## src/rtl/mem_arb_pkg.sv

```systemverilog
// Shared types and constants for the unified-memory port arbiter.
package mem_arb_pkg;

  typedef enum logic [1:0] {
    IDLE,
    ISSUE,
    WAIT,
    DONE
  } arb_state_t;

  typedef enum logic {
    PORT_C,
    PORT_E
  } port_sel_t;

  localparam int CNT_W = 4;

endpackage

```

## src/rtl/rr_pick2.sv

```systemverilog
// Two-way round-robin picker: a lone requester wins outright; on contention
// the port that was not granted last time wins.
module rr_pick2
  import mem_arb_pkg::*;
(
  input  logic [1:0] req,
  input  port_sel_t  last_grant,
  output logic       valid,
  output port_sel_t  grant
);

  always_comb begin
    valid = |req;
    grant = PORT_C;
    if (req == 2'b10) begin
      grant = PORT_E;
    end else if (req == 2'b11) begin
      grant = (last_grant == PORT_C) ? PORT_E : PORT_C;
    end
  end

endmodule

```

## src/rtl/mem_port_arbiter.sv

```systemverilog
// Shares one fixed-latency single-port memory between the CPU (port C) and an
// external loader/debug port (port E), one transaction at a time.
module mem_port_arbiter
  import mem_arb_pkg::*;
#(
  parameter int AW      = 32,
  parameter int DW      = 32,
  parameter int MEM_LAT = 2
) (
  input  logic          clk,
  input  logic          reset,
  input  logic          c_req,
  input  logic          c_we,
  input  logic [AW-1:0] c_addr,
  input  logic [DW-1:0] c_wdata,
  output logic          c_ack,
  output logic [DW-1:0] c_rdata,
  input  logic          e_req,
  input  logic          e_we,
  input  logic [AW-1:0] e_addr,
  input  logic [DW-1:0] e_wdata,
  output logic          e_ack,
  output logic [DW-1:0] e_rdata,
  output logic          mem_en,
  output logic          mem_we,
  output logic [AW-1:0] mem_addr,
  output logic [DW-1:0] mem_wdata,
  input  logic [DW-1:0] mem_rdata,
  output logic          busy
);

  if (MEM_LAT < 1 || MEM_LAT > 15) begin : g_lat_check
    $error("mem_port_arbiter: MEM_LAT must lie in 1..15");
  end

  arb_state_t           state_q, state_d;
  port_sel_t            last_grant_q, last_grant_d;
  port_sel_t            grant_q, grant_d;
  logic                 we_q, we_d;
  logic [AW-1:0]        addr_q, addr_d;
  logic [DW-1:0]        wdata_q, wdata_d;
  logic [CNT_W-1:0]     cnt_q, cnt_d;
  logic [DW-1:0]        c_rdata_q, c_rdata_d;
  logic [DW-1:0]        e_rdata_q, e_rdata_d;

  logic                 pick_valid;
  port_sel_t            pick_grant;

  rr_pick2 u_pick (
    .req        ({e_req, c_req}),
    .last_grant (last_grant_q),
    .valid      (pick_valid),
    .grant      (pick_grant)
  );

  // NOTE: state registers use non-blocking assignments so every flop samples
  // the pre-edge value of its peers; blocking here would create order races.
  always_ff @(posedge clk or posedge reset) begin
    if (reset) begin
      state_q      <= IDLE;
      last_grant_q <= PORT_E;
      grant_q      <= PORT_C;
      we_q         <= 1'b0;
      addr_q       <= '0;
      wdata_q      <= '0;
      cnt_q        <= '0;
      c_rdata_q    <= '0;
      e_rdata_q    <= '0;
    end else begin
      state_q      <= state_d;
      last_grant_q <= last_grant_d;
      grant_q      <= grant_d;
      we_q         <= we_d;
      addr_q       <= addr_d;
      wdata_q      <= wdata_d;
      cnt_q        <= cnt_d;
      c_rdata_q    <= c_rdata_d;
      e_rdata_q    <= e_rdata_d;
    end
  end

  // NOTE: every next-state signal takes its hold value first so no path
  // through the case statement can leave one unassigned and infer a latch.
  always_comb begin
    state_d      = state_q;
    last_grant_d = last_grant_q;
    grant_d      = grant_q;
    we_d         = we_q;
    addr_d       = addr_q;
    wdata_d      = wdata_q;
    cnt_d        = cnt_q;
    c_rdata_d    = c_rdata_q;
    e_rdata_d    = e_rdata_q;

    unique case (state_q)
      IDLE: begin
        if (pick_valid) begin
          grant_d      = pick_grant;
          last_grant_d = pick_grant;
          if (pick_grant == PORT_C) begin
            we_d    = c_we;
            addr_d  = c_addr;
            wdata_d = c_wdata;
          end else begin
            we_d    = e_we;
            addr_d  = e_addr;
            wdata_d = e_wdata;
          end
          state_d = ISSUE;
        end
      end
      ISSUE: begin
        if (we_q) begin
          state_d = DONE;
        end else begin
          cnt_d   = CNT_W'(MEM_LAT - 1);
          state_d = WAIT;
        end
      end
      WAIT: begin
        if (cnt_q != '0) begin
          cnt_d = cnt_q - CNT_W'(1);
        end else begin
          if (grant_q == PORT_C) c_rdata_d = mem_rdata;
          else                   e_rdata_d = mem_rdata;
          state_d = DONE;
        end
      end
      DONE: state_d = IDLE;
      default: state_d = IDLE;
    endcase
  end

  // Memory strobes decode straight from the state register so they fall with
  // reset asynchronously and stay all-zero outside the ISSUE cycle.
  assign mem_en    = (state_q == ISSUE);
  assign mem_we    = mem_en & we_q;
  assign mem_addr  = mem_en ? addr_q : '0;
  assign mem_wdata = mem_en ? wdata_q : '0;

  assign c_ack   = (state_q == DONE) && (grant_q == PORT_C);
  assign e_ack   = (state_q == DONE) && (grant_q == PORT_E);
  assign c_rdata = c_rdata_q;
  assign e_rdata = e_rdata_q;
  assign busy    = (state_q != IDLE);

  a_ack_exclusive: assert property (@(posedge clk) disable iff (reset)
    !(c_ack && e_ack));
  a_en_single: assert property (@(posedge clk) disable iff (reset)
    mem_en |=> !mem_en);
  a_grant_issues: assert property (@(posedge clk) disable iff (reset)
    (state_q == IDLE && pick_valid) |=> mem_en);

endmodule

```

## config.mk

```make
export PLATFORM = sky130hd
export DESIGN_NAME = mem_port_arbiter
export DESIGN_NICKNAME = d
export VERILOG_FILES = /design/src/rtl/mem_arb_pkg.sv /design/src/rtl/rr_pick2.sv /design/src/rtl/mem_port_arbiter.sv
export SDC_FILE = /design/constraint.sdc
export NUM_CORES = 1
export LEC_CHECK = 0
export ABC_CLOCK_PERIOD_IN_PS = 9100
export BUFFER_PORTS_ARGS = -buffer_cell sky130_fd_sc_hd__buf_4
export CAP_MARGIN = 10
export CORE_ASPECT_RATIO = 1.75
export CORE_MARGIN = 1.5
export CORE_UTILIZATION = 35
export CTS_CLUSTER_DIAMETER = 120
export CTS_CLUSTER_SIZE = 16
export DETAILED_ROUTE_END_ITERATION = 10
export PLACE_DENSITY_LB_ADDON = 0.15
export SETUP_SLACK_MARGIN = 0.5
export SYNTH_ARGS = -nofsm -noshare
export SYNTH_HDL_FRONTEND = slang
export SYNTH_SLANG_ARGS = --single-unit
```

## constraint.sdc

```tcl
create_clock -name clk -period 9.1 [get_ports clk]
set_input_delay 1.365 -clock clk [delete_from_list [all_inputs] [get_ports clk]]
set_output_delay 1.365 -clock clk [all_outputs]
set_load 0.03 [all_outputs]
```

* After elaboration in Yosys (flattened, before gate mapping)
Cells that the tools add are included.
Word-level totals: output and inout port bits 133, logic and storage cells 49, register bits after elaboration 137
Cells by class: $add $sub $neg 1, reduce and logical (&&, ||, !) cells 12, bitwise gates (word level) 3, equality and inequality tests 9, muxes and demuxes 15
Operators with widths (number):
- $mux W32 | 4
- $reduce_and A3 Y1 | 3
- $eq A2 B2 Y1 const B | 4
- $mux W4 | 2
- $ne A2 B2 Y1 const B | 4
- $pmux W2 S4 | 1
- $pmux W4 S2 | 1
- $mux W1 | 5
- $mux W2 | 2
- $reduce_and A2 Y1 | 2
- $reduce_bool A2 Y1 | 2
- $reduce_bool A4 Y1 | 1
- $sub A4 B1 Y4 const B | 1
- $eq A2 B1 Y1 const B | 1
- $logic_and A1 B1 Y1 | 2
- $logic_not A2 Y1 | 1
- $not A1 Y1 | 2
- $reduce_or A2 Y1 | 1
- $and A1 B1 Y1 | 1

* Depth between registers and ports, before layout
Gate-level depths: netlist (run 1).
depth after elaboration 4, depth in mapped cells 7, gate-level depth less buffers 5

* By module
A second synthesis (run 1) with hierarchy kept.
Second synthesis, totals: cells, all modules 551, area total of the unflattened synthesis 6467.5 µm²
By module, submodules not included:
- mem_port_arbiter | cells each 549, area an instance 6453.7 µm², seq. area each 3429.5 µm², times used 1
- rr_pick2 | cells each 2, area an instance 13.8 µm², seq. area each 0.0 µm², times used 1

* Worst setup path before layout (run 1)
OpenSTA, ideal clock, no wires.
kind flip-flop to output port, start point register state_q[1], end point output port mem_addr[30], slack 6.071 ns, buffers on the path 2, arrival 1.664 ns, required time 7.735 ns, stages on the path, launching flop included 6, path through dfrtp_1 inv_1 ha_1 clkbuf_1 clkbuf_1 and2_1
Between the ends: longest elaborated chain between the ends 2
RTL lines:
- from (decl) | RTL line mem_port_arbiter.sv:36 | arb_state_t state_q, state_d;
- from (signal assigned) | RTL line mem_port_arbiter.sv:70 | state_q <= state_d;
- $eq A2 B1 Y1 | RTL line mem_port_arbiter.sv:136 | assign mem_en = (state_q == ISSUE);
- net mem_en | RTL line mem_port_arbiter.sv:24 | output logic mem_en,
- $mux W32 | RTL line mem_port_arbiter.sv:138 | assign mem_addr = mem_en ? addr_q : '0;
- to (decl) | RTL line mem_port_arbiter.sv:26 | output logic [AW-1:0] mem_addr,
The timed path passes the listed nets, and every way through them passes these cells.

* Worst setup path after layout (run 1)
start point register state_q[1], end point output port mem_we
Between the ends: longest elaborated chain between the ends 2
RTL lines:
- $eq A2 B1 Y1 | RTL line mem_port_arbiter.sv:136
- $and A1 B1 Y1 | RTL line mem_port_arbiter.sv:137 | assign mem_we = mem_en & we_q;
- to (decl) | RTL line mem_port_arbiter.sv:25 | output logic mem_we,
No other way between the ends.

==> out/qor.txt, run 1 <==
total global routing overflow: 0
Layout area overhead: 45.0%
die footprint: 19,300 um2
core region area: 18,100 um2
DP Wirelength: 12,500 um
area leader, netlist: dfrtp_1
VDD IR max: 0.190 mV
Area contributors post-synth: dfrtp_1, mux2i_1, mux2_4, and2_1, mux2_2
Seq/Total Area, Yosys: 0.531
Setup-failing EPs final: 0
Max Slew Vio Count: 0
Slew @ Worst Pin: 1.13 ns
fraction of layout cells with a size suffix above 1: 0.480
Leakage: 0.00493 uW
met2 global-route usage: 0.329
DR DRC count: 0
Setup TNS: 0 ns
die width: 106 um
Clock Sink Count: 137
vias after detailed routing: 5,027
met1 GRT Util: 0.191
CTS Buf Count: 17
PostCTS Resize Cnt: 0
Slew Limit Headroom: 0.250
diode count: 0
Min Clock Period, post-route: 3.69 ns
All-Layer GR Usage: 0.182
critical path type: flip-flop to output port
wire per inst: 15.9 um
Synth Register Bits: 137
Worst setup EP type: output port
first-pass GRT wire length: 27,100 um
crit path DAT: 2.32 ns
Vias/cell: 4.68
cts hold-fix bufs: 0
Tot Pwr: 3430 uW
IO buf count: 298
syn_area_per_cell: 11.8 um2
vias in the first global route: 5,340
largest fanout on the critical path: 67
final hold viol count: 0
dpl cells: 1,047
clk_lat worst skew: 0.42 ns
busiest grt layer: met2
clk slew on worst S/H paths: 0.05 ns
die height: 183 um
Yosys cell types: 36
CP Launch Type: flip-flop
1st-iter DRT viols: 180
router iterations before antenna repair: 4
skew final: 0.00784 ns
final hold slack: 0.467 ns
CTS max path bufs: 2
initial antenna violation count: 0
PD cells: 366 nW/um2
Synth Instances: 548
CP Data Required Time: 7.74 ns
largest net degree at the start of global routing: 127
CTS tree: done
Total Wirelength: 17,100 um
H-tree levels: 4
Root Driver: clkbuf_16
Final Util: 0.519
Tcrit/Tclk final: 0.405
post-synthesis cell area: 6460 um2
layout net count: 1,004
FP Rows: 65
Yosys Warn Count: 0
maxcap violations: 0
fin cells: 1,074
met3 Use GR: 0.0643
unrepaired setup endpoints after global routing: false
Hold WC Path Type: flip-flop to flip-flop
post-CTS setup buffers: 0
gpl congestion: 0.758
I/O pins: 299
Max Clk Rate: 0.271 GHz
status: completed
top cell type's share of synthesized area: 0.527
syn_nets: 720
initial core utilization: 0.358
post-route ant nets: 0
==> cells in the mapped netlist (all sizes together) <==
| cell type | count |
|---|---|
| a211oi | 1 |
| a21bo | 1 |
| a21boi | 1 |
| a21o | 1 |
| a21oi | 3 |
| a2bb2oi | 1 |
| a31oi | 1 |
| a32o | 1 |
| and2 | 66 |
| and2b | 1 |
| and3 | 1 |
| buf | 19 |
| clkbuf | 17 |
| dfrtp | 136 |
| dfstp | 1 |
| ha | 6 |
| inv | 10 |
| mux2 | 65 |
| mux2i | 65 |
| nand2 | 68 |
| nand2b | 1 |
| nand3 | 1 |
| nand4 | 1 |
| nand4bb | 1 |
| nor2 | 3 |
| nor2b | 1 |
| nor3 | 2 |
| nor3b | 1 |
| o21ai | 69 |
| o221ai | 1 |
| or2 | 1 |
| or3b | 1 |
==> critical path: stages (launching register included) <==
cell	delay [ns]
dfrtp_1	0.42
inv_1	0.13
ha_2	0.87
and2_1	0.30
buf_4	0.18
==> cell families after synthesis <==
kind of cell,count (synthesis),synth area share
AND/OR/NAND/NOR,149,0.119
buffers and inverters,46,0.0414
adder cells (fa/ha/maj),6,0.0116
multiplexers,130,0.231
flip-flops,137,0.531
AO/OA/AOI/OAI,80,0.0660
==> final timing paths <==
| check | from | end | slack (ns) | cells after the start |
|---|---|---|---|---|
| max in group asynchronous | reset | c_rdata[24] | 6.68 | 3 |
| worst min register to register | wdata_q[9] | wdata_q[9] | 0.47 | 2 |
| min in group asynchronous | reset | addr_q[3] | 1.01 | 2 |
| worst max register to register | state_q[0] | e_rdata[15] | 6.62 | 5 |
| worst min-delay path | wdata_q[9] | wdata_q[9] | 0.47 | 2 |
| worst max-delay path | state_q[1] | mem_we | 5.41 | 4 |
==> power breakdown <==
group | internal, uW | total (uW) | switching [uW]
combinational | 719 | 1700 | 979
clock | 411 | 654 | 243
sequential | 915 | 1080 | 167
==> through the flow <==
stage / setup slack, ns / cell area (um2)
finish: 5.41 / 9370
global route: 5.18 / 9370
CTS: 5.29 / 9370
detailed placement: 5.77 / 8820
global placement: 5.85 / 8820
floorplan: 4.07 / 6460
==> cell type report <==
| cell class | instances | area, um2 |
|---|---|---|
| fill | 1632 | 8690 |
| sequential | 137 | 3430 |
| multi-input combinational | 365 | 2790 |
| timing repair buffer | 301 | 2260 |
| clock buffer | 24 | 512 |
| tap | 234 | 293 |
| inverter | 10 | 42.5 |
| clock inverter | 3 | 40.0 |
==> sequential cells by signal, indices dropped and copies added, names as in the netlist <==
signal / cells
addr_q: 32
c_rdata: 32
cnt_q: 4
e_rdata: 32
grant_q: 1
last_grant_q: 1
state_q: 2
wdata_q: 32
we_q: 1
==> cells in the final DEF (no fill, tap or decap), types with 3 or more instances in the layout <==
cell	netlist	final
buf_4	8	301
dfrtp_1	136	136
nand2_1	68	68
o21ai_0	69	68
and2_1	66	66
mux2i_1	65	65
mux2_2	35	35
mux2_4	30	30
clkbuf_16	0	17
inv_1	10	9
clkbuf_8	0	6
ha_1	6	5
a21oi_1	3	3
==> metal layers <==
| layer | share of wire | routed length, um |
|---|---|---|
| met3 | 0.078 | 1340 |
| met1 | 0.37 | 6350 |
| met2 | 0.53 | 9050 |
| met4 | 0.022 | 371 |
| met5 | 0 | 0 |
Note: power is estimated with default switching activity, not from simulation.
==> inputs of run 2 (changes only) <==
ABC_CLOCK_PERIOD_IN_PS = 3300   (was 9100)
clock period = 3.3 ns   (was 9.1 ns; I/O delays follow)
==> out/qor.txt, run 2 (synthesis results as in run 1) <==
Slew @ Worst Pin: 1.11 ns (-0.0172 ns)
vias after detailed routing: 5,012 (-0.30%)
FF-to-FF End: e_rdata[15]
skew final: 0.00774 ns (-0.0000941 ns)
Leakage: 0.00498 uW (+1.2%)
CP Launch Type: flip-flop
Final Util: 0.528 (+0.00880)
largest fanout on the critical path: 32 (-52%)
total global routing overflow: 0 (unchanged)
Total Wirelength: 17,000 um (-0.84%)
Reg2Reg Setup Slack: 0.80 ns (-5.82 ns)
WP buf/inv: 1 (-1)
commonest non-fill, non-tap cell in the layout: buf_4
Hold WC Path Type: input pin to async pin
final hold viol count: 0 (unchanged)
Worst setup EP type: flip-flop
critical path type: flip-flop to flip-flop
post-route ant nets: 0 (unchanged)
Slew Limit Headroom: 0.261 (+0.0115)
Root Driver: clkbuf_16
CTS max path bufs: 2 (unchanged)
crit path DAT: 2.80 ns (+0.48 ns)
Crit-path slowest cell: or2_2
fin cells: 1,084 (+0.93%)
layout net count: 1,009 (+0.50%)
VDD IR max: 0.433 mV (+130%)
FP Rows: 65 (unchanged)
wire per inst: 15.6 um (-1.8%)
CTS Buf Count: 17 (unchanged)
fraction of layout cells with a size suffix above 1: 0.486 (+0.00612)
R2R Path Start: state_q[0]
Min Clock Period, post-route: 2.50 ns
dpl cells: 1,052 (+0.48%)
Setup-failing EPs final: 0 (unchanged)
1st-iter DRT viols: 103 (-43%)
I/O pins: 299 (unchanged)
CP Data Required Time: 3.59 ns (-4.15 ns)
Reg2Reg Depth: 5 (unchanged)
Max Clk Rate: 0.400 GHz
number of fill cells in the layout: 1,642 (+0.61%)
kind of cell adding the most delay to the critical path: simple AND/OR/NAND/NOR gates
crit-path cells: inv_1, ha_1, nand4bb_2, or2_2, mux2_2
router iterations before antenna repair: 4 (unchanged)
clk_lat worst skew: 0.42 ns (about the same)
CP peak stage delay: 0.88 ns (about the same)
die width: 106 um (unchanged)
Setup TNS: 0 ns (unchanged)
core region area: 18,100 um2 (unchanged)
die footprint: 19,300 um2 (unchanged)
DP Wirelength: 12,600 um (+0.45%)
Max Slew Vio Count: 0 (unchanged)
initial core utilization: 0.358 (unchanged)
H-tree levels: 4 (unchanged)
diode count: 0 (unchanged)
Layout area overhead: 47.4%
largest net degree at the start of global routing: 102 (-20%)
CTS tree: done
IO buf count: 298 (unchanged)
PD cells: 1020 nW/um2 (+180%)
cts hold-fix bufs: 0 (unchanged)
die height: 183 um (unchanged)
gpl congestion: 0.758 (unchanged)
maxcap violations: 0 (unchanged)
All-Layer GR Usage: 0.177 (-0.00521)
vias in the first global route: 5,347 (+0.13%)
initial antenna violation count: 0 (unchanged)
unrepaired setup endpoints after global routing: false
Tcrit/Tclk final: 0.758
most frequent cells in the layout: buf_4, dfrtp_1, nand2_1, o21ai_0, and2_1
DR DRC count: 0 (unchanged)
status: completed
first-pass GRT wire length: 26,600 um (-2.1%)
Vias/cell: 4.62 (-1.2%)
clk slew on worst S/H paths: 0.06 ns (about the same)
Clock Sink Count: 137 (unchanged)
==> run 2: cell types whose count changed in the layout (fill, tap and decap cells not counted) <==
cell / change
clkbuf_8: -3
clkinv_2: +1
buf_4: +1
ha_2: -1
clkinvlp_4: +5
bufinv_16: +2
ha_4: +1
buf_12: +4
==> run 2: cell type report <==
class | count | area [um2] | area share
repair buffers | 306 | 2350 | 0.246
well taps | 234 | 293 | 0.0307
clock inverters | 11 | 144 | 0.0151
multi-input cells | 365 | 2800 | 0.294
clock buffers | 21 | 470 | 0.0494
inverters | 10 | 41.3 | 0.00433
flip-flops and latches | 137 | 3430 | 0.360
==> run 2: per-stage QoR <==
step,hold slack (ns),total power [uW],cell area (um2),setup slack (ns)
CTS,0.260,9860,9530,0.764
finish,0.274,9730,9530,0.799
floorplan,0.442,6050,6470,1.10
detailed placement,0.462,7830,8900,0.856
global placement,0.455,7690,8900,0.931
global route,0.291,10300,9530,0.668
==> run 2: worst reg2reg max path, cell delays in order (launching register included) <==
cell and delay (ns):
dfrtp_1 0.44, inv_1 0.12, ha_1 0.31, nand4bb_2 0.18
or2_2 0.88, mux2_2 0.44
==> run 2: worst max path at each step <==
| stage | startpoint | endpoint | cells after the start |
|---|---|---|---|
| 4_1_cts | state_q[1] | mem_addr[12] | 5 |
| 6_report | state_q[0] | e_rdata[15] | 5 |
| 3_3_place_gp | state_q[0] | e_rdata[16] | 5 |
| 3_5_place_dp | state_q[0] | e_rdata[15] | 5 |
| 5_1_grt | state_q[1] | mem_wdata[28] | 5 |
| 2_1_floorplan | reset | addr_q[0] | 1 |
==> run 2: per-layer routing <==
metal,vias up,share of wire,track usage,wire [um]
li1,2437,-,-,-
met1,2335,0.37,0.192,6330
met2,221,0.53,0.321,9020
met3,19,0.078,0.0494,1320
met4,0,0.018,0.0697,297
met5,-,0,0,0
==> run 2: where the power goes <==
part	internal (uW)	leakage [uW]	switching, uW
logic	2030	0.00303	2730
registers	2520	0.00166	475
clock network	1250	0.000291	724
total	5800	0.00498	3930
==> run 2: timing repair <==
action / 4_1_cts / 5_1_grt
setup buffers: 0 / 0
setup endpoints to repair: 14 / 0
gates resized for setup: 1 / 0
==> inputs of run 3 (changes only) <==
ABC_AREA = 1   (was not set)
ABC_CLOCK_PERIOD_IN_PS = 2400   (was 3300)
clock period = 2.4 ns   (was 3.3 ns; I/O delays follow)
==> out/qor.txt, run 3 <==
clk_lat worst skew: 0.42 ns (about the same)
initial antenna violation count: 0 (unchanged)
most frequent cells in the layout: nand2_1, buf_4, dfrtp_1
Synth Register Bits: 137 (unchanged)
CP Launch Type: flip-flop
DP Wirelength: 13,900 um (+10%)
wire per inst: 14.6 um (-7.0%)
FF-to-FF End: e_rdata[6]
layout net count: 1,328 (+32%)
Synth Area in Simple Gates: 0.196 (+0.0770)
skew final: 0.00888 ns (+0.00113 ns)
mux share of post-synthesis cell area: 0 (-0.231)
total global routing overflow: 0 (unchanged)
most frequent cell after synthesis: nand2_1
Max Clk Rate: 0.507 GHz
R2R Path Start: state_q[0]
proportion of power drawn by combinational gates: 0.533 (+0.044)
Root Driver: clkbuf_16
Synth Instances: 854 (+56%)
status: completed
Reg2Reg Setup Slack: 0.52 ns (-0.28 ns)
die height: 188 um (+2.9%)
post-synthesis compound-gate area fraction: 0.153 (+0.0873)
ys async rst share: 1.00 (unchanged)
sequential fraction of design power: 0.278 (-0.030)
Slew Limit Headroom: 0.692 (+0.431)
commonest non-fill, non-tap cell in the layout: nand2_1
top cell type's share of synthesized area: 0.497 (-0.0296)
syn_nets: 1,026 (+43%)
CTS max path bufs: 2 (unchanged)
Int Pwr: 8640 uW (+49%)
initial core utilization: 0.357 (-0.00122)
Worst setup EP type: output port
Leakage: 0.00603 uW (+21%)
cts hold-fix bufs: 0 (unchanged)
syn_area_per_cell: 8.02 um2 (-32%)
diode count: 0 (unchanged)
Seq/Total Area, Yosys: 0.501 (-0.0299)
Max Slew Vio Count: 0 (unchanged)
Slew @ Worst Pin: 0.462 ns (-0.647 ns)
Yosys Warn Count: 0 (unchanged)
IO buf count: 298 (unchanged)
All-Layer GR Usage: 0.193 (+0.0163)
Clock Sink Count: 137 (unchanged)
largest net degree at the start of global routing: 97 (-4.9%)
CP Data Required Time: 2.04 ns (-1.55 ns)
Synth Area in Adders: 0.0110 (-0.000654)
maxcap violations: 0 (unchanged)
Clock Power Share: 0.189 (-0.014)
fraction of layout cells with a size suffix above 1: 0.422 (-0.0642)
gpl congestion: 0.782 (+3.1%)
Min Clock Period, post-route: 1.97 ns
post-synthesis cell area: 6850 um2 (+6.0%)
most frequent cells after synthesis: nand2_1, inv_1, dfrtp_1
Hold WC Path Type: input pin to async pin
PD cells: 1440 nW/um2 (+41%)
Reg2Reg Depth: 9 (+4)
VDD IR max: 0.723 mV (+67%)
Tcrit/Tclk final: 0.822
CTS Buf Count: 17 (unchanged)
router iterations before antenna repair: 4 (unchanged)
clk slew on worst S/H paths: 0.06 ns (about the same)
Area contributors post-synth: dfrtp_1, nand2_1, inv_1, o211ai_1, o21ai_2
Vias/cell: 4.47 (-3.3%)
H-tree levels: 4 (unchanged)
Reg area: 3430 um2 (about the same)
DR DRC count: 0 (unchanged)
first-pass GRT wire length: 30,500 um (+15%)
EDFF count, synth: 0 (unchanged)
vias in the first global route: 6,051 (+13%)
number of fill cells in the layout: 1,873 (+14%)
final hold viol count: 0 (unchanged)
core region area: 19,200 um2 (+6.3%)
area leader, netlist: dfrtp_1
final hold slack: 0.0647 ns (-0.209 ns)
die footprint: 20,400 um2 (+5.8%)
largest family of logic cells by synthesized area: simple AND/OR/NAND/NOR gates
post-route ant nets: 0 (unchanged)
I/O pins: 299 (unchanged)
multi-input logic area: 2650 um2 (-5.3%)
crit path DAT: 1.61 ns (-1.19 ns)
Sw Ratio: 0.435 (+0.0308)
critical path type: flip-flop to output port
Psw: 6650 uW (+69%)
unrepaired setup endpoints after global routing: true
largest fanout on the critical path: 7 (-78%)
CTS tree: done
Synth Area in XOR/XNOR: 0.00128 (+0.00128)
die width: 109 um (+2.9%)
FP Rows: 67 (+3.1%)
Yosys cell types: 24 (-33%)
Setup TNS: 0 ns (unchanged)
Total Wirelength: 20,500 um (+21%)
Setup-failing EPs final: 0 (unchanged)
Layout area overhead: 54.6%
vias after detailed routing: 6,306 (+26%)
1st-iter DRT viols: 359 (+250%)
top_reg_cell synth: dfrtp_1
run 3: changes by cell type in the layout (fill, tap and decap cells not counted), sizes merged, moves of 22 or more:
cell	previous run	this run
inv	10	168
o21ai	69	91
nand2	68	326
o211ai	0	56
mux2	65	0
and2	66	0
mux2i	65	0
run 3: cell type report:
type                    instances  area share
well taps                     241      0.0285
inverters                     169      0.0603
flip-flops and latches        137       0.324
clock inverters                10      0.0155
clock buffers                  22      0.0467
repair buffers                328       0.274
multi-input cells             503       0.251
run 3: per-layer routing:
metal  GRT usage  wire [um]  vias up
li1            -          -     3205
met5           0          0        -
met4      0.0628        280        0
met3      0.0577       1350       18
met1       0.223       7900     2868
met2       0.335      11000      215
run 3: power by group through the flow:
stage	clock network [uW]	registers, uW	logic [uW]
2_1_floorplan	0	5130	3700
3_3_place_gp	0	4210	7060
3_5_place_dp	0	4200	7170
4_1_cts	2960	4170	7300
5_1_grt	3050	4400	8870
6_report	2890	4250	8140
run 3: cells by family after synthesis:
family,after synthesis
xor gates and xnor gates,1
adders and majority gates,6
buffers and inverters,215
and+or+nand+nor,347
DFF,137
AOI/OAI and AO/OA,148
run 3: critical path, cell delays in order, from the launching register on:
cell and delay [ns]:
dfrtp_1 0.39, inv_2 0.09, ha_4 0.17, buf_12 0.14, clkbuf_16 0.17, nand2_2 0.06
inv_2 0.05, buf_6 0.12
run 3: how the worst max path moves through the flow:
stage               startpoint             to  slack, ns  cells past startpoint
floorplan                reset      addr_q[0]       0.33                      1
global placement    state_q[0]     e_rdata[1]       0.53                      8
detailed placement  state_q[1]   mem_addr[15]       0.51                      6
CTS                 state_q[0]   mem_addr[12]       0.43                      5
global route        state_q[1]   mem_addr[20]       0.35                      7
finish              state_q[1]  mem_wdata[14]       0.43                      7
run 3: through the flow:
step | area, um2 | total power (uW) | utilization | std cells | setup slack (ns)
global route | 10600 | 16300 | 0.552 | 1410 | 0.354
CTS | 9990 | 14400 | 0.520 | 1396 | 0.434
floorplan | 6860 | 8840 | - | 854 | 0.334
detailed placement | 9270 | 11400 | 0.483 | 1359 | 0.511
global placement | 9270 | 11300 | 0.483 | 1359 | 0.535
finish | 10600 | 15300 | 0.552 | 1410 | 0.428
run 3: timing repair:
item / 4_1_cts / 5_1_grt
gates cloned: 0 / 6
buffers inserted: 5 / 8
pin swaps: 0 / 3
gates resized for setup: 7 / 144
endpoints found under the setup margin: 66 / 180
hold endpoints to repair: 0 / 0
